==> src/rtl/store_buffer_pkg.sv <==
// Shared constants for the store buffer and its DataMemory neighbour.
// Byte-to-word shift and default bus widths.
package store_buffer_pkg;
  localparam int WORD_LSB   = 2;
  localparam int DEF_ADDR_W = 32;
  localparam int DEF_DATA_W = 32;
endpackage

==> src/rtl/store_buffer_if.sv <==
// CPU store/load path and DataMemory port bundled for the store buffer.
interface store_buffer_if
  import store_buffer_pkg::*;
#(
  parameter int ADDR_W = DEF_ADDR_W,
  parameter int DATA_W = DEF_DATA_W
);
  logic              st_valid;
  logic              st_ready;
  logic [ADDR_W-1:0] st_addr;
  logic [DATA_W-1:0] st_data;
  logic              ld_valid;
  logic [ADDR_W-1:0] ld_addr;
  logic [DATA_W-1:0] ld_data;
  logic              ld_fwd;
  logic              mem_busy;
  logic              mem_we;
  logic [ADDR_W-1:0] mem_address;
  logic [DATA_W-1:0] mem_write_data;
  logic [DATA_W-1:0] mem_read_data;

  modport slave (
    input  st_valid, st_addr, st_data, ld_valid, ld_addr, mem_busy, mem_read_data,
    output st_ready, ld_data, ld_fwd, mem_we, mem_address, mem_write_data
  );

  modport master (
    output st_valid, st_addr, st_data, ld_valid, ld_addr, mem_busy, mem_read_data,
    input  st_ready, ld_data, ld_fwd, mem_we, mem_address, mem_write_data
  );
endinterface

==> src/rtl/store_buffer_match.sv <==
// Finds the youngest valid buffered store whose word tag equals the load tag.
module sb_youngest_match #(
  parameter int DEPTH = 4,
  parameter int TAG_W = 30
) (
  input  logic [DEPTH-1:0]            valid,
  input  logic [DEPTH-1:0][TAG_W-1:0] tags,
  input  logic [TAG_W-1:0]            ld_tag,
  input  logic [$clog2(DEPTH)-1:0]    rd_ptr,
  output logic                        hit,
  output logic [$clog2(DEPTH)-1:0]    idx
);
  localparam int PTR_W = $clog2(DEPTH);

  logic [PTR_W-1:0] e;

  // Walk oldest (rd_ptr) to youngest; the last match seen is the youngest.
  always_comb begin
    hit = 1'b0;
    idx = '0;
    e   = '0;
    for (int unsigned k = 0; k < DEPTH; k++) begin
      e = rd_ptr + PTR_W'(k);
      if (valid[e] && (tags[e] == ld_tag)) begin
        hit = 1'b1;
        idx = e;
      end
    end
  end
endmodule

==> src/rtl/store_buffer.sv <==
// Posted-write FIFO between the CPU store path and single-port DataMemory,
// with store-to-load forwarding and load-priority port arbitration.
module store_buffer
  import store_buffer_pkg::*;
#(
  parameter int DEPTH  = 4,
  parameter int ADDR_W = DEF_ADDR_W,
  parameter int DATA_W = DEF_DATA_W
) (
  input  logic                   clk,
  input  logic                   reset,
  store_buffer_if.slave          bus,
  output logic                   empty,
  output logic [$clog2(DEPTH):0] count
);
  localparam int PTR_W = $clog2(DEPTH);
  localparam int TAG_W = ADDR_W - WORD_LSB;

  logic [PTR_W-1:0]            wr_ptr, rd_ptr;
  logic [ADDR_W-1:0]           addr_q [DEPTH];
  logic [DATA_W-1:0]           data_q [DEPTH];
  logic [DEPTH-1:0]            valid;
  logic [DEPTH-1:0][TAG_W-1:0] tags;
  logic                        hit;
  logic [PTR_W-1:0]            hit_idx;
  logic                        enq, drain;

  // Entry i is live when its distance from rd_ptr (mod DEPTH) is below count.
  always_comb begin
    valid = '0;
    tags  = '0;
    for (int unsigned i = 0; i < DEPTH; i++) begin
      tags[i]  = addr_q[i][ADDR_W-1:WORD_LSB];
      valid[i] = {1'b0, PTR_W'(i) - rd_ptr} < count;
    end
  end

  sb_youngest_match #(
    .DEPTH (DEPTH),
    .TAG_W (TAG_W)
  ) u_match (
    .valid  (valid),
    .tags   (tags),
    .ld_tag (bus.ld_addr[ADDR_W-1:WORD_LSB]),
    .rd_ptr (rd_ptr),
    .hit    (hit),
    .idx    (hit_idx)
  );

  always_comb begin
    empty              = (count == '0);
    bus.st_ready       = (count != (PTR_W+1)'(DEPTH));
    bus.ld_fwd         = bus.ld_valid & hit;
    bus.ld_data        = bus.ld_fwd ? data_q[hit_idx] : bus.mem_read_data;
    enq                = bus.st_valid & bus.st_ready;
    // A load miss owns the address port; a hit leaves it free for draining.
    drain              = !empty && !bus.mem_busy && !(bus.ld_valid && !bus.ld_fwd);
    bus.mem_we         = drain;
    bus.mem_write_data = data_q[rd_ptr];
    bus.mem_address    = drain ? addr_q[rd_ptr] : bus.ld_addr;
  end

  always_ff @(posedge clk or posedge reset) begin
    if (reset) begin
      wr_ptr <= '0;
      rd_ptr <= '0;
      count  <= '0;
    end else begin
      if (enq)   wr_ptr <= wr_ptr + 1'b1;
      if (drain) rd_ptr <= rd_ptr + 1'b1;
      unique case ({enq, drain})
        2'b10:   count <= count + 1'b1;
        2'b01:   count <= count - 1'b1;
        default: count <= count;
      endcase
    end
  end

  always_ff @(posedge clk) begin
    if (enq) begin
      addr_q[wr_ptr] <= bus.st_addr;
      data_q[wr_ptr] <= bus.st_data;
    end
  end
endmodule

==> src/flat_wrapper.sv <==
// flat-port wrapper written by rule: the top's interface ports become plain ports
module store_buffer_flat import store_buffer_pkg::*;
#(
  parameter int DEPTH  = 4,
  parameter int ADDR_W = DEF_ADDR_W,
  parameter int DATA_W = DEF_DATA_W
)
  (clk, reset, empty, count, bus_st_valid, bus_st_addr, bus_st_data, bus_ld_valid, bus_ld_addr, bus_mem_busy, bus_mem_read_data, bus_st_ready, bus_ld_data, bus_ld_fwd, bus_mem_we, bus_mem_address, bus_mem_write_data);
  store_buffer_if #(.ADDR_W(ADDR_W), .DATA_W(DATA_W)) bus_i ();
  input  logic clk;
  input  logic reset;
  output logic empty;
  output logic [$clog2(DEPTH):0] count;
  input wire logic [$bits(bus_i.st_valid)-1:0] bus_st_valid;
  input wire logic [$bits(bus_i.st_addr)-1:0] bus_st_addr;
  input wire logic [$bits(bus_i.st_data)-1:0] bus_st_data;
  input wire logic [$bits(bus_i.ld_valid)-1:0] bus_ld_valid;
  input wire logic [$bits(bus_i.ld_addr)-1:0] bus_ld_addr;
  input wire logic [$bits(bus_i.mem_busy)-1:0] bus_mem_busy;
  input wire logic [$bits(bus_i.mem_read_data)-1:0] bus_mem_read_data;
  output wire logic [$bits(bus_i.st_ready)-1:0] bus_st_ready;
  output wire logic [$bits(bus_i.ld_data)-1:0] bus_ld_data;
  output wire logic [$bits(bus_i.ld_fwd)-1:0] bus_ld_fwd;
  output wire logic [$bits(bus_i.mem_we)-1:0] bus_mem_we;
  output wire logic [$bits(bus_i.mem_address)-1:0] bus_mem_address;
  output wire logic [$bits(bus_i.mem_write_data)-1:0] bus_mem_write_data;
  assign bus_i.st_valid = bus_st_valid;
  assign bus_i.st_addr = bus_st_addr;
  assign bus_i.st_data = bus_st_data;
  assign bus_i.ld_valid = bus_ld_valid;
  assign bus_i.ld_addr = bus_ld_addr;
  assign bus_i.mem_busy = bus_mem_busy;
  assign bus_i.mem_read_data = bus_mem_read_data;
  assign bus_st_ready = bus_i.st_ready;
  assign bus_ld_data = bus_i.ld_data;
  assign bus_ld_fwd = bus_i.ld_fwd;
  assign bus_mem_we = bus_i.mem_we;
  assign bus_mem_address = bus_i.mem_address;
  assign bus_mem_write_data = bus_i.mem_write_data;
  store_buffer #(.DEPTH(DEPTH), .ADDR_W(ADDR_W), .DATA_W(DATA_W)) u_core (.clk(clk), .reset(reset), .bus(bus_i), .empty(empty), .count(count));
endmodule
==> config.mk <==
export PLATFORM = sky130hd
export DESIGN_NAME = store_buffer_flat
export DESIGN_NICKNAME = d
export VERILOG_FILES = /design/src/rtl/store_buffer_pkg.sv /design/src/rtl/store_buffer_if.sv /design/src/rtl/store_buffer_match.sv /design/src/rtl/store_buffer.sv /design/src/flat_wrapper.sv
export SDC_FILE = /design/constraint.sdc
export NUM_CORES = 1
export LEC_CHECK = 0
export BUFFER_PORTS_ARGS = -buffer_cell sky130_fd_sc_hd__buf_2
export CAP_MARGIN = 20
export CORE_MARGIN = 5
export CORE_UTILIZATION = 47
export CTS_CLUSTER_DIAMETER = 50
export DETAILED_ROUTE_END_ITERATION = 8
export GPL_TIMING_DRIVEN = 1
export PLACE_DENSITY_LB_ADDON = 0.3
export SYNTH_ARGS = -nofsm -noshare
export SYNTH_HDL_FRONTEND = slang
export SYNTH_SLANG_ARGS = --single-unit
==> constraint.sdc <==
create_clock -name clk -period 6.25 [get_ports clk]
set_input_delay 1.875 -clock clk [delete_from_list [all_inputs] [get_ports clk]]
set_output_delay 1.875 -clock clk [all_outputs]
set_load 0.1 [all_outputs]
==> results.rst, run 1 <==
.. list-table::
   :header-rows: 1

   * - Metric
     - Value
   * - Final Hold Vio Count
     - 0
   * - Share of the yosys chip area belonging to registers
     - 0.4498
   * - Standard cell core area
     - 0.03670 mm²
   * - Min cycle time layout
     - 6.965 ns
   * - RSZ-0062 raised after global routing
     - true
   * - Gr usage total
     - 0.2617
   * - Gate power share
     - 0.598
   * - Worst path slowest cell
     - sky130_fd_sc_hd__or3_4
   * - Cell area after technology mapping
     - 0.01748 mm²
   * - Total die area
     - 0.04115 mm²
   * - ANT nets after route
     - 0
   * - Count of standard-cell rows
     - 70
   * - Worst hold margin
     - 0.6458 ns
   * - Switching power share of the total
     - 0.4674
   * - Highest Clock Rate
     - 0.1436 GHz
   * - Internal
     - 0.006146 W
   * - Worst slack, placed
     - -0.8126 ns
   * - Top cells by area, synth
     - sky130_fd_sc_hd__edfxtp_1 (44%), sky130_fd_sc_hd__mux2i_1 (9.6%), sky130_fd_sc_hd__mux4_2 (8.9%)
   * - Synth Area in Compound Gates
     - 0.1308
   * - Cell with the most instances after synthesis
     - sky130_fd_sc_hd__edfxtp_1
   * - Share of final-layout standard cells stronger than drive strength 1
     - 0.4370
   * - Cell breakdown of the critical path
     - buf_8 -> buf_6 -> xnor2_2 -> nor4_2 -> nand2_1 -> a211o_1 -> or3_4 -> buf_6 -> buf_12 -> nand2b_4 -> nor2_4 -> a211oi_4 -> buf_6 -> buf_16 -> buf_6 -> a2111oi_4 -> o31ai_4 -> buf_12
   * - Yosys top cell by area
     - sky130_fd_sc_hd__edfxtp_1
   * - Number of synthesized flops with an enable pin
     - 256
   * - Relative contribution of sequential cells to total power
     - 0.226
   * - CTS tree
     - yes
   * - Final non-filler cell total
     - 2245
   * - Post-synthesis net count
     - 1534
   * - Clock sinks
     - 263
   * - Crit Path Class
     - primary input to output port
   * - Worst relative slew slack
     - 0.2655
   * - Aggregate global routing overflow
     - 0
   * - Status
     - finished with violations
   * - Area growth from synthesis to layout
     - 36.97%
   * - Commonest cells in the netlist
     - sky130_fd_sc_hd__edfxtp_1 (256), sky130_fd_sc_hd__mux2i_1 (167), sky130_fd_sc_hd__xor2_1 (80)
   * - Post-synthesis xor/xnor area fraction
     - 0.06965
   * - Vias per cell
     - 6.224
   * - Die extent in y
     - 202.8 µm
   * - Fraction of synthesized area in multiplexers
     - 0.2090
   * - Number of cells produced by synthesis
     - 1391
   * - Clock network fraction of total power
     - 0.176
   * - Clock skew
     - 0.01664 ns
   * - DRC violations left
     - 0
   * - Number of hold buffers added after CTS
     - 0
   * - Clock root buffer
     - sky130_fd_sc_hd__clkbuf_16
   * - Nets
     - 1890
   * - Commonest register cell after synthesis
     - sky130_fd_sc_hd__edfxtp_1
   * - Source-to-sink clock delay at the later pin of the worst-skew pair
     - 0.52 ns
   * - Cell Count Post-Placement
     - 2151
   * - CTS max path bufs
     - 3
   * - CTS clock-pin slew for the worst setup and hold paths
     - 0.06 ns
   * - Failing checks
     - negative setup slack
   * - Avg Inst Size Synth
     - 12.57 µm²
   * - Drt initial violations
     - 1224
   * - Number of buffers created by CTS
     - 35
   * - Power after layout
     - 0.01154 W
   * - Post-Route WL
     - 55340 µm
   * - Synth warnings
     - 0
   * - Max-slew violations
     - 0
   * - Share of flip-flops with an asynchronous set or reset
     - 0.02662
   * - Cell area power density
     - 482.0 mW/mm²
   * - Max VDD drop
     - 0.5731 mV
   * - Required time of the critical path
     - 4.38 ns
   * - Critical path peak fanout
     - 6
   * - Initial antenna violation count
     - 12
   * - Wire length of the first global-routing pass
     - 84440 µm
   * - Min setup slack post-route
     - -0.7152 ns
   * - Count of different cell masters after synthesis
     - 65
   * - Setup-failing EPs final
     - 66
   * - Share of the synthesized area in the top cell type
     - 0.4398
   * - Capturing element type of the critical path
     - output port
   * - Data arrival time of the critical path
     - 5.09 ns
   * - Area share of fa/ha/maj cells after synthesis
     - 0.007588
   * - Final weighted congestion of routability-driven global placement
     - 0.8771
   * - Slew of the pin with the lowest slew margin
     - 1.102 ns
   * - H-tree depth
     - 2
   * - Number of port buffers
     - 235
   * - Min-Delay Path Class
     - flip-flop to flip-flop
   * - Floorplan die width
     - 202.8 µm
   * - Combinational family with the most area after synthesis
     - multiplexers
   * - Fin crit share
     - 1.114
   * - Simple-gate share of the synthesized area
     - 0.08568
   * - Most frequent cell on the critical path
     - sky130_fd_sc_hd__buf_6
   * - Top-level port count
     - 236
   * - Number of max-capacitance violations reported
     - 0
   * - Vias in the first global route
     - 14.29k
   * - Startpoint type of the worst setup path
     - primary input
   * - Total vias in the final route
     - 13.97k
   * - Average wire per standard cell
     - 24.65 µm
   * - Router iterations before antenna repair
     - 5
   * - Post-synthesis sequential element count
     - 263
   * - Leakage power figure
     - 9.527 nW
   * - Initial standard-cell utilization of the core
     - 0.4763
   * - Critical path's largest stage delay
     - 0.44 ns
   * - Largest net degree at the start of global routing
     - 106
   * - Dpl hpwl
     - 36400 µm
   * - Switching component of the power
     - 0.005394 W
==> layout by cell type, fill, tap and decap left out, types with 18 or more instances in the layout <==
cell                          n
sky130_fd_sc_hd__edfxtp_1   256
sky130_fd_sc_hd__buf_4      169
sky130_fd_sc_hd__mux2i_1    167
sky130_fd_sc_hd__buf_2      167
sky130_fd_sc_hd__buf_12     100
sky130_fd_sc_hd__xor2_1      78
sky130_fd_sc_hd__mux4_2      69
sky130_fd_sc_hd__nand2_1     62
sky130_fd_sc_hd__nor2_1      59
sky130_fd_sc_hd__xnor2_1     56
sky130_fd_sc_hd__clkbuf_16   37
sky130_fd_sc_hd__nand3_1     36
sky130_fd_sc_hd__o21ai_0     34
sky130_fd_sc_hd__and3_1      33
sky130_fd_sc_hd__o31ai_4     32
sky130_fd_sc_hd__nor3_1      31
sky130_fd_sc_hd__a22oi_1     31
sky130_fd_sc_hd__a22o_1      31
sky130_fd_sc_hd__a2111oi_4   18
==> power by group through the flow <==
| stage | combinational [W] | sequential, W | clock, W |
|---|---|---|---|
| floorplan | 0.00487 | 0.00262 | 0 |
| global placement | 0.00651 | 0.00259 | 0 |
| detailed placement | 0.00658 | 0.00262 | 0 |
| CTS | 0.00686 | 0.00259 | 0.00205 |
| global route | 0.00721 | 0.00264 | 0.00213 |
| finish | 0.00690 | 0.00261 | 0.00203 |
==> final cells by class <==
type                    count  area (µm²)
flip-flops and latches    263        7870
fillers                  2649       12760
clock inverters            19       227.7
clock buffers              42       944.7
repair buffers            459        4446
well taps                 468       585.6
inverters                  11       48.80
multi-input cells         977        9803
diodes                      6       15.01
==> through the flow <==
step	setup TNS, ns	area, µm²	util
6_report	-40.19	23940	0.6524
4_1_cts	-36.49	23960	0.6529
3_5_place_dp	-37.40	21840	0.5951
2_1_floorplan	-27.29	18130	-
3_3_place_gp	-36.10	21840	0.5951
5_1_grt	-46.42	23940	0.6524
==> kinds of logic (layout without fill, tap and decap cells) <==
kind of cell	Yosys count	count (layout)
AND/OR/NAND/NOR	302	302
multiplexers	267	267
flip-flops	263	263
AO/OA/AOI/OAI	259	259
buffers and inverters	151	531
XOR/XNOR	139	139
adder cells (fa/ha/maj)	10	10
other	0	6
==> routing by layer <==
| metal | global-route usage | wire (µm) | vias to the layer above |
|---|---|---|---|
| met5 | 0 | 71 | - |
| met4 | 0.08729 | 1572 | 10 |
| met3 | 0.04217 | 4224 | 134 |
| met2 | 0.4236 | 26810 | 645 |
| met1 | 0.3627 | 22650 | 7001 |
| li1 | - | - | 6184 |
==> registers in the layout, summed over array words and instances (netlist names) <==
register	count
u_core.addr_q	128
u_core.wr_ptr	2
u_core.data_q	128
u_core.count	3
u_core.rd_ptr	2
==> timing repair <==
action | CTS | global route
endpoints found under the setup margin | 66 | 66
gates resized for setup | 90 | 24
gates cloned | 10 | 0
buffers inserted | 25 | 2
pin swaps | 25 | 22
==> path summary, 6_finish.rpt <==
kind | start | end | slack (ns) | cells past startpoint
max reg2reg | u_core.rd_ptr[1]$_DFFE_PP0N_ | u_core.count[1]$_DFFE_PP0P_ | 1.18 | 21
min reg2reg | u_core.wr_ptr[1]$_DFFE_PP0P_ | u_core.wr_ptr[1]$_DFFE_PP0P_ | 0.65 | 2
min in group asynchronous | reset | u_core.rd_ptr[1]$_DFFE_PP0N_ | 1.28 | 2
min | u_core.wr_ptr[1]$_DFFE_PP0P_ | u_core.wr_ptr[1]$_DFFE_PP0P_ | 0.65 | 2
max in group asynchronous | reset | u_core.rd_ptr[0]$_DFFE_PP0N_ | 4.71 | 2
max | bus_ld_addr[30] | bus_ld_data[20] | -0.72 | 18
==> worst max-delay path, delay by kind of cell <==
family          cells  cell delay [ns]
xor+xnor            1             0.13
simple gates        5             0.95
buf+inv             8             1.14
compound gates      4             0.97
Note: power is estimated with default switching activity, not from simulation.
==> run 2, diff against run 1 <==
GPL_ROUTABILITY_DRIVEN = 1   (was default)
SETUP_SLACK_MARGIN = 0.15   (was default)
SYNTH_HIERARCHICAL = 1   (was default)
==> results.rst, run 2 <==
.. list-table::
   :header-rows: 1

   * - Metric
     - Value
   * - Fin crit share
     - 1.131 (+0.01640)
   * - Cell with the most instances after synthesis
     - sky130_fd_sc_hd__edfxtp_1
   * - Max VDD drop
     - 0.4284 mV (-25%)
   * - Cell Count Post-Placement
     - 1825 (-15%)
   * - Critical path peak fanout
     - 8 (+2)
   * - Share of the synthesized area in the top cell type
     - 0.4754 (+0.03556)
   * - Critical path's largest stage delay
     - 0.37 ns (-0.07 ns)
   * - Share of flip-flops with an asynchronous set or reset
     - 0.02662 (unchanged)
   * - Slew of the pin with the lowest slew margin
     - 0.8831 ns (-0.2186 ns)
   * - Router iterations before antenna repair
     - 5 (unchanged)
   * - Commonest non-fill, non-tap cell in the layout
     - sky130_fd_sc_hd__edfxtp_1
   * - Clock sinks
     - 263 (unchanged)
   * - Yosys top cell by area
     - sky130_fd_sc_hd__edfxtp_1
   * - Dpl hpwl
     - 34060 µm (-6.4%)
   * - Final weighted congestion of routability-driven global placement
     - 0.9549 (+8.9%)
   * - Count of different cell masters after synthesis
     - 71 (+9.2%)
   * - FF-to-FF setup slack
     - 1.26 ns (+0.08 ns)
   * - Commonest cells in the netlist
     - sky130_fd_sc_hd__edfxtp_1 (256), sky130_fd_sc_hd__mux2i_1 (117), sky130_fd_sc_hd__mux4_2 (110)
   * - CTS max path bufs
     - 3 (unchanged)
   * - Share of the yosys chip area belonging to registers
     - 0.4862 (+0.03637)
   * - H-tree depth
     - 1 (-1)
   * - Cell class contributing the biggest share of worst-path delay
     - buffers and inverters
   * - Die extent in y
     - 195.5 µm (-3.6%)
   * - Post-Route WL
     - 49130 µm (-11%)
   * - Design area
     - 0.02192 mm² (-8.4%)
   * - Min cycle time layout
     - 7.068 ns (+0.1025 ns)
   * - Capturing instance or port of the critical path
     - bus_ld_data[12]
   * - Standard cell core area
     - 0.03429 mm² (-6.6%)
   * - Capturing element type of the critical path
     - output port
   * - Data arrival time of the critical path
     - 5.19 ns (+0.10 ns)
   * - Nets
     - 1581 (-16%)
   * - Clock skew
     - 0.005153 ns (-0.01149 ns)
   * - Leakage power figure
     - 8.454 nW (-11%)
   * - Aggregate global routing overflow
     - 0 (unchanged)
   * - Number of buffers and inverters on the critical path
     - 6 (-2)
   * - Cell area after technology mapping
     - 0.01617 mm² (-7.5%)
   * - Clock root buffer
     - sky130_fd_sc_hd__clkbuf_16
   * - Vias in the first global route
     - 11.87k (-17%)
   * - Path length in cells of the critical path
     - 14 (-4)
   * - Top cells by area, synth
     - sky130_fd_sc_hd__edfxtp_1 (48%), sky130_fd_sc_hd__mux4_2 (15%), sky130_fd_sc_hd__mux2i_1 (7.2%)
   * - Vias per cell
     - 5.977 (-4.0%)
   * - ANT cells
     - 0 (-6)
   * - Post-synthesis sequential element count
     - 263 (unchanged)
   * - Post-synthesis net count
     - 1172 (-24%)
   * - Commonest register cell after synthesis
     - sky130_fd_sc_hd__edfxtp_1
   * - Total Neg Setup Slack
     - -42.63 ns (-2.433 ns)
   * - Worst relative slew slack
     - 0.4112 (+0.1458)
   * - Source-to-sink clock delay at the later pin of the worst-skew pair
     - 0.57 ns (+0.05 ns)
   * - Floorplan die width
     - 195.5 µm (-3.6%)
   * - Startpoint type of the worst setup path
     - primary input
   * - Share of final-layout standard cells stronger than drive strength 1
     - 0.5092 (+0.07219)
   * - Number of buffers created by CTS
     - 31 (-11%)
   * - Reg2reg start
     - u_core/rd_ptr[1]$_DFFE_PP0N_
   * - Total vias in the final route
     - 11.46k (-18%)
   * - Min setup slack post-route
     - -0.8177 ns (-0.1025 ns)
   * - Drt initial violations
     - 882 (-28%)
   * - Cell breakdown of the critical path
     - buf_8 -> buf_4 -> buf_4 -> xnor2_1 -> nand4_1 -> a211o_1 -> buf_6 -> nor2_1 -> a32oi_4 -> o221ai_4 -> buf_6 -> mux4_2 -> mux2_4 -> buf_12
   * - ANT nets after route
     - 0 (unchanged)
   * - Leading registers by flop count
     - u_core/addr_q x128, u_core/data_q x128, u_core/count x3
   * - Highest Clock Rate
     - 0.1415 GHz (-1.5%)
   * - Cell area power density
     - 512.0 mW/mm² (+6.2%)
   * - Post-placement cell area
     - 0.01974 mm² (-9.6%)
   * - Number of hold buffers added after CTS
     - 0 (unchanged)
   * - Top-level port count
     - 236 (unchanged)
   * - Setup-failing EPs final
     - 66 (unchanged)
   * - DRC violations left
     - 0 (unchanged)
   * - Number of max-capacitance violations reported
     - 0 (unchanged)
   * - Number of cells produced by synthesis
     - 1029 (-26%)
   * - Required time of the critical path
     - 4.38 ns (about the same)
   * - Initial antenna violation count
     - 8 (-4)
   * - Final non-filler cell total
     - 1918 (-15%)
   * - RSZ-0062 raised after global routing
     - true
   * - Number of synthesized flops with an enable pin
     - 256 (unchanged)
   * - CTS tree
     - yes
   * - Min-Delay Path Class
     - flip-flop to flip-flop
   * - Synth warnings
     - 6 (+6)
   * - Endpoint of the worst register-to-register path
     - u_core/count[2]$_DFFE_PP0P_
   * - Status
     - finished with violations
   * - Failing checks
     - negative setup slack
   * - Beginning of the critical path
     - bus_ld_addr[27]
   * - Worst path slowest cell
     - sky130_fd_sc_hd__xnor2_1
   * - Count of standard-cell rows
     - 68 (-2.9%)
   * - Area growth from synthesis to layout
     - 35.57%
   * - Crit Path Class
     - primary input to output port
   * - R2R cell count
     - 21 (unchanged)
   * - Gr usage total
     - 0.2458 (-0.01594)
   * - Largest net degree at the start of global routing
     - 49 (-54%)
   * - Total die area
     - 0.03822 mm² (-7.1%)
   * - Number of port buffers
     - 235 (unchanged)
   * - CTS clock-pin slew for the worst setup and hold paths
     - 0.06 ns (about the same)
   * - Average wire per standard cell
     - 25.62 µm (+3.9%)
   * - Initial standard-cell utilization of the core
     - 0.4716 (-0.004658)
   * - Final Hold Vio Count
     - 0 (unchanged)
   * - Avg Inst Size Synth
     - 15.72 µm² (+25%)
   * - Max-slew violations
     - 0 (unchanged)
   * - Most frequent cells in the layout
     - sky130_fd_sc_hd__edfxtp_1 (256), sky130_fd_sc_hd__buf_4 (185), sky130_fd_sc_hd__buf_2 (160)
   * - Wire length of the first global-routing pass
     - 72260 µm (-14%)
-- run 2: changes by cell type in the layout (fill, tap and decap cells not counted), sizes merged, moves of 38 or more --
cell / change
mux4: +69
xor2: -58
nand2: -54
mux2i: -51
nor2: -47
mux2: +41
o21ai: -38
-- run 2: kinds of logic after synthesis --
logic type	share of synthesized area
adders and majority gates	0.008201
and+or+nand+nor	0.03907
muxes	0.3212
DFF	0.4862
xor gates and xnor gates	0.05795
AOI/OAI and AO/OA	0.04696
buffers and inverters	0.04046
-- run 2: what timing repair did --
item	in CTS	in global routing
setup buffers	18	8
setup endpoints to repair	66	66
cloned	5	4
pin swaps	13	15
resized for setup	152	43
-- run 2: worst min path at each step --
stage / from / end / depth (start not counted)
6_report: u_core/wr_ptr[1]$_DFFE_PP0P_ / u_core/wr_ptr[1]$_DFFE_PP0P_ / 1
5_1_grt: u_core/wr_ptr[1]$_DFFE_PP0P_ / u_core/wr_ptr[1]$_DFFE_PP0P_ / 1
4_1_cts: u_core/wr_ptr[1]$_DFFE_PP0P_ / u_core/wr_ptr[1]$_DFFE_PP0P_ / 1
3_5_place_dp: u_core/wr_ptr[1]$_DFFE_PP0P_ / u_core/wr_ptr[1]$_DFFE_PP0P_ / 1
3_3_place_gp: u_core/wr_ptr[1]$_DFFE_PP0P_ / u_core/wr_ptr[1]$_DFFE_PP0P_ / 1
2_1_floorplan: u_core/wr_ptr[1]$_DFFE_PP0P_ / u_core/wr_ptr[1]$_DFFE_PP0P_ / 1
-- run 2: metal layers --
layer / vias up / GRT usage / share of wire
met5: - / 0 / 0.0020
met2: 475 / 0.4214 / 0.50
met3: 109 / 0.05228 / 0.073
met4: 16 / 0.06465 / 0.033
li1: 5025 / - / -
met1: 5838 / 0.3201 / 0.39
-- run 2: area by class of cell --
cell class                 instances  area [µm²]
clock inverter                    24       197.7
clock buffer                      34       787.0
tap                              455       569.3
sequential                       263        7870
multi-input combinational        663        8105
inverter                          21       82.58
timing repair buffer             458        4312
fill                            2507       12360
-- run 2: report_power, final --
group / switching (W) / internal (W) / leakage (nW)
Clock: 0.000708 / 0.00102 / 0.476
Combinational: 0.00408 / 0.00283 / 5.55
Sequential: 0.000225 / 0.00235 / 2.43
Total: 0.00502 / 0.00621 / 8.45
-- run 2: stage by stage --
stage	util	hold slack (ns)	worst slack [ns]	power [W]
2_1_floorplan	-	0.5348	-0.3544	0.007394
3_3_place_gp	0.5757	0.5583	-0.9663	0.009152
3_5_place_dp	0.5757	0.5640	-0.9201	0.009205
4_1_cts	0.6292	0.5836	-0.7881	0.01113
5_1_grt	0.6394	0.6051	-0.8515	0.01168
6_report	0.6394	0.5876	-0.8177	0.01122
==> run 3, diff against run 2 <==
SKIP_LAST_GASP = 1   (was default)
==> results.rst, run 3 (synthesis results as in run 2) <==
.. list-table::
   :header-rows: 1

   * - Metric
     - Value
   * - Capturing element type of the critical path
     - output port
   * - Startpoint type of the worst setup path
     - primary input
   * - Total vias in the final route
     - 11.47k (+0.087%)
   * - Final non-filler cell total
     - 1919 (+0.052%)
   * - Final Hold Vio Count
     - 0 (unchanged)
   * - Floorplan die width
     - 195.5 µm (unchanged)
   * - Router iterations before antenna repair
     - 5 (unchanged)
   * - Number of port buffers
     - 235 (unchanged)
   * - Crit Path Class
     - primary input to output port
   * - Sequential cell area in the final layout
     - 0.007870 mm² (unchanged)
   * - Count of standard-cell rows
     - 68 (unchanged)
   * - Source-to-sink clock delay at the later pin of the worst-skew pair
     - 0.57 ns (about the same)
   * - DRC violations left
     - 0 (unchanged)
   * - Hold wc startpoint
     - u_core/wr_ptr[1]$_DFFE_PP0P_
   * - Failing checks
     - negative setup slack
   * - Gr usage total
     - 0.2437 (-0.002072)
   * - CTS clock-pin slew for the worst setup and hold paths
     - 0.06 ns (about the same)
   * - Worst hold path endpoint
     - u_core/wr_ptr[1]$_DFFE_PP0P_
   * - Largest net degree at the start of global routing
     - 49 (unchanged)
   * - R2R cell count
     - 24 (+14%)
   * - Slew of the pin with the lowest slew margin
     - 0.8762 ns (-0.006957 ns)
   * - Area growth from synthesis to layout
     - 36.59%
   * - RSZ-0062 raised after global routing
     - true
   * - Nets
     - 1582 (+0.063%)
   * - Min-Delay Path Class
     - flip-flop to flip-flop
   * - Highest Clock Rate
     - 0.1423 GHz (+0.57%)
   * - Wire length of the first global-routing pass
     - 71640 µm (-0.85%)
   * - Max-slew violations
     - 0 (unchanged)
   * - Commonest non-fill, non-tap cell in the layout
     - sky130_fd_sc_hd__edfxtp_1
   * - Status
     - finished with violations
   * - Die extent in y
     - 195.5 µm (unchanged)
   * - Clock sinks
     - 263 (unchanged)
   * - Most frequent cell on the critical path
     - sky130_fd_sc_hd__buf_12
   * - Setup-failing EPs final
     - 66 (unchanged)
   * - Critical path peak fanout
     - 8 (unchanged)
   * - CTS tree
     - yes
   * - Worst path slowest cell
     - sky130_fd_sc_hd__or4_4
   * - Average wire per standard cell
     - 25.62 µm (about the same)
   * - Standard cell core area
     - 0.03429 mm² (unchanged)
   * - Endpoint of the worst register-to-register path
     - u_core/count[2]$_DFFE_PP0P_
   * - Required time of the critical path
     - 4.38 ns (about the same)
   * - ANT nets after route
     - 0 (unchanged)
   * - Number of buffers created by CTS
     - 31 (unchanged)
   * - Drt initial violations
     - 836 (-5.2%)
   * - Max VDD drop
     - 0.4296 mV (+0.27%)
   * - Data arrival time of the critical path
     - 5.15 ns (-0.04 ns)
   * - Final Core Density
     - 0.6442 (+0.004817)
   * - CTS max path bufs
     - 3 (unchanged)
   * - Post-Route WL
     - 49160 µm (about the same)
   * - Clock skew
     - 0.006353 ns (+0.001201 ns)
   * - H-tree depth
     - 1 (unchanged)
   * - Leading registers by flop count
     - u_core/addr_q x128, u_core/data_q x128, u_core/count x3
   * - Number of max-capacitance violations reported
     - 0 (unchanged)
   * - Total die area
     - 0.03822 mm² (unchanged)
   * - Cell breakdown of the critical path
     - buf_8 -> a221o_1 -> nor3_2 -> a21oi_1 -> or4_4 -> a211oi_4 -> o21ai_2 -> buf_4 -> a21oi_4 -> buf_12 -> buf_6 -> buf_12 -> mux4_2 -> mux2_4 -> buf_12
   * - Count of filler cells inserted in the layout
     - 2488 (-0.76%)
   * - Number of buffers and inverters on the critical path
     - 6 (unchanged)
   * - Clock root buffer
     - sky130_fd_sc_hd__clkbuf_16
   * - Initial antenna violation count
     - 7 (-1)
   * - Most frequent cells in the layout
     - sky130_fd_sc_hd__edfxtp_1 (256), sky130_fd_sc_hd__buf_4 (178), sky130_fd_sc_hd__buf_2 (158)
   * - Fin crit share
     - 1.124 (-0.006382)
   * - Vias in the first global route
     - 11.80k (-0.56%)
   * - Min setup slack post-route
     - -0.7778 ns (+0.03989 ns)
   * - Reg2reg start
     - u_core/rd_ptr[0]$_DFFE_PP0N_
   * - Worst relative slew slack
     - 0.4159 (+0.004638)
   * - Dpl hpwl
     - 34060 µm (unchanged)
   * - ANT cells
     - 0 (unchanged)
   * - Critical path's largest stage delay
     - 0.55 ns (+0.18 ns)
   * - Aggregate global routing overflow
     - 0 (unchanged)
   * - Final weighted congestion of routability-driven global placement
     - 0.9549 (unchanged)
   * - Cell class contributing the biggest share of worst-path delay
     - compound AO/OA/AOI/OAI gates
   * - Cell Count Post-Placement
     - 1825 (unchanged)
   * - Vias per cell
     - 5.979 (about the same)
   * - Cell area power density
     - 510.7 mW/mm² (-0.26%)
   * - Worst Hold Path Cells
     - 1 (unchanged)
   * - Initial standard-cell utilization of the core
     - 0.4716 (unchanged)
   * - Top-level port count
     - 236 (unchanged)
   * - FF-to-FF setup slack
     - 1.42 ns (+0.16 ns)
   * - Area occupied by multi-input gates
     - 0.008193 mm² (+1.1%)
   * - Share of final-layout standard cells stronger than drive strength 1
     - 0.5184 (+0.009215)
   * - Min cycle time layout
     - 7.028 ns (-0.03989 ns)
   * - Leakage power figure
     - 8.500 nW (+0.55%)
   * - Number of hold buffers added after CTS
     - 0 (unchanged)
==> run 3: cell count changes in the layout (fill, tap and decap cells not counted), moves of 2 or more <==
cell and delta:
sky130_fd_sc_hd__buf_4 -7, sky130_fd_sc_hd__buf_6 +6, sky130_fd_sc_hd__buf_12 +4, sky130_fd_sc_hd__buf_2 -2
==> run 3: per-stage QoR <==
| step | total power [W] | setup TNS, ns | hold slack (ns) | setup WS [ns] | cell area, µm² |
|---|---|---|---|---|---|
| after global placement | 0.009152 | -48.12 | 0.5583 | -0.9663 | 19740 |
| after CTS | 0.01111 | -37.37 | 0.5836 | -0.7881 | 21420 |
| after global routing | 0.01174 | -44.95 | 0.6051 | -0.8977 | 22090 |
| final | 0.01128 | -38.27 | 0.5870 | -0.7778 | 22090 |
| after floorplan | 0.007394 | -16.90 | 0.5348 | -0.3544 | 16450 |
| after detailed placement | 0.009205 | -46.89 | 0.5640 | -0.9201 | 19740 |
==> run 3: power breakdown <==
part	switching (W)	internal (W)	total, W
Sequential	0.000227	0.00235	0.00258
Clock	0.000707	0.00102	0.00173
Combinational	0.00410	0.00287	0.00697
==> run 3: worst reg2reg max path: stages (launching register included) <==
cell,delay [ns]
sky130_fd_sc_hd__dfrtp_4,0.50
sky130_fd_sc_hd__buf_4,0.18
sky130_fd_sc_hd__buf_12,0.15
sky130_fd_sc_hd__buf_4,0.18
sky130_fd_sc_hd__inv_2,0.13
sky130_fd_sc_hd__buf_12,0.15
sky130_fd_sc_hd__buf_4,0.13
sky130_fd_sc_hd__mux2i_1,0.28
sky130_fd_sc_hd__xnor2_2,0.19
sky130_fd_sc_hd__nand4_1,0.27
sky130_fd_sc_hd__a211o_1,0.35
sky130_fd_sc_hd__buf_6,0.14
sky130_fd_sc_hd__o22ai_4,0.19
sky130_fd_sc_hd__or3_4,0.20
sky130_fd_sc_hd__nor2b_4,0.06
sky130_fd_sc_hd__nor3_4,0.17
sky130_fd_sc_hd__buf_4,0.16
sky130_fd_sc_hd__buf_12,0.16
sky130_fd_sc_hd__buf_4,0.15
sky130_fd_sc_hd__ha_1,0.18
sky130_fd_sc_hd__inv_1,0.06
sky130_fd_sc_hd__fa_1,0.37
sky130_fd_sc_hd__xor2_1,0.15
sky130_fd_sc_hd__nor2_1,0.11
sky130_fd_sc_hd__xor2_1,0.15
==> run 3: what timing repair did <==
action                                  in CTS  in global routing
hold endpoints to repair                     0                  0
pin swaps                                   13                 25
setup buffers                               18                  9
endpoints found under the setup margin      66                 66
gates cloned                                 5                  4
resized for setup                          116                105
==> run 3: routing by layer <==
layer | GRT usage | vias to the layer above | part of all wire
met5 | 0 | - | 0.0018
met4 | 0.06491 | 14 | 0.032
met3 | 0.05021 | 105 | 0.079
met2 | 0.4163 | 503 | 0.50
met1 | 0.3196 | 5820 | 0.38
li1 | - | 5031 | -
==> run 3: area by class of cell <==
type | count | area share
multi-input cells | 663 | 0.3709
flip-flops and latches | 263 | 0.3563
repair buffers | 459 | 0.1987
clock buffers | 34 | 0.03563
well taps | 455 | 0.02577
clock inverters | 24 | 0.008950
inverters | 21 | 0.003739
==> run 3: worst max-delay path by stage <==
stage / start / to / slack [ns] / cells past startpoint
after detailed placement: bus_ld_addr[23] / bus_ld_data[19] / -0.92 / 13
after floorplan: bus_ld_addr[8] / bus_ld_data[10] / -0.35 / 11
final: bus_ld_addr[27] / bus_ld_data[19] / -0.78 / 15
after global routing: bus_ld_addr[27] / bus_ld_data[13] / -0.90 / 15
after CTS: bus_ld_addr[11] / bus_ld_data[19] / -0.79 / 13
after global placement: bus_ld_addr[25] / bus_ld_data[19] / -0.97 / 14
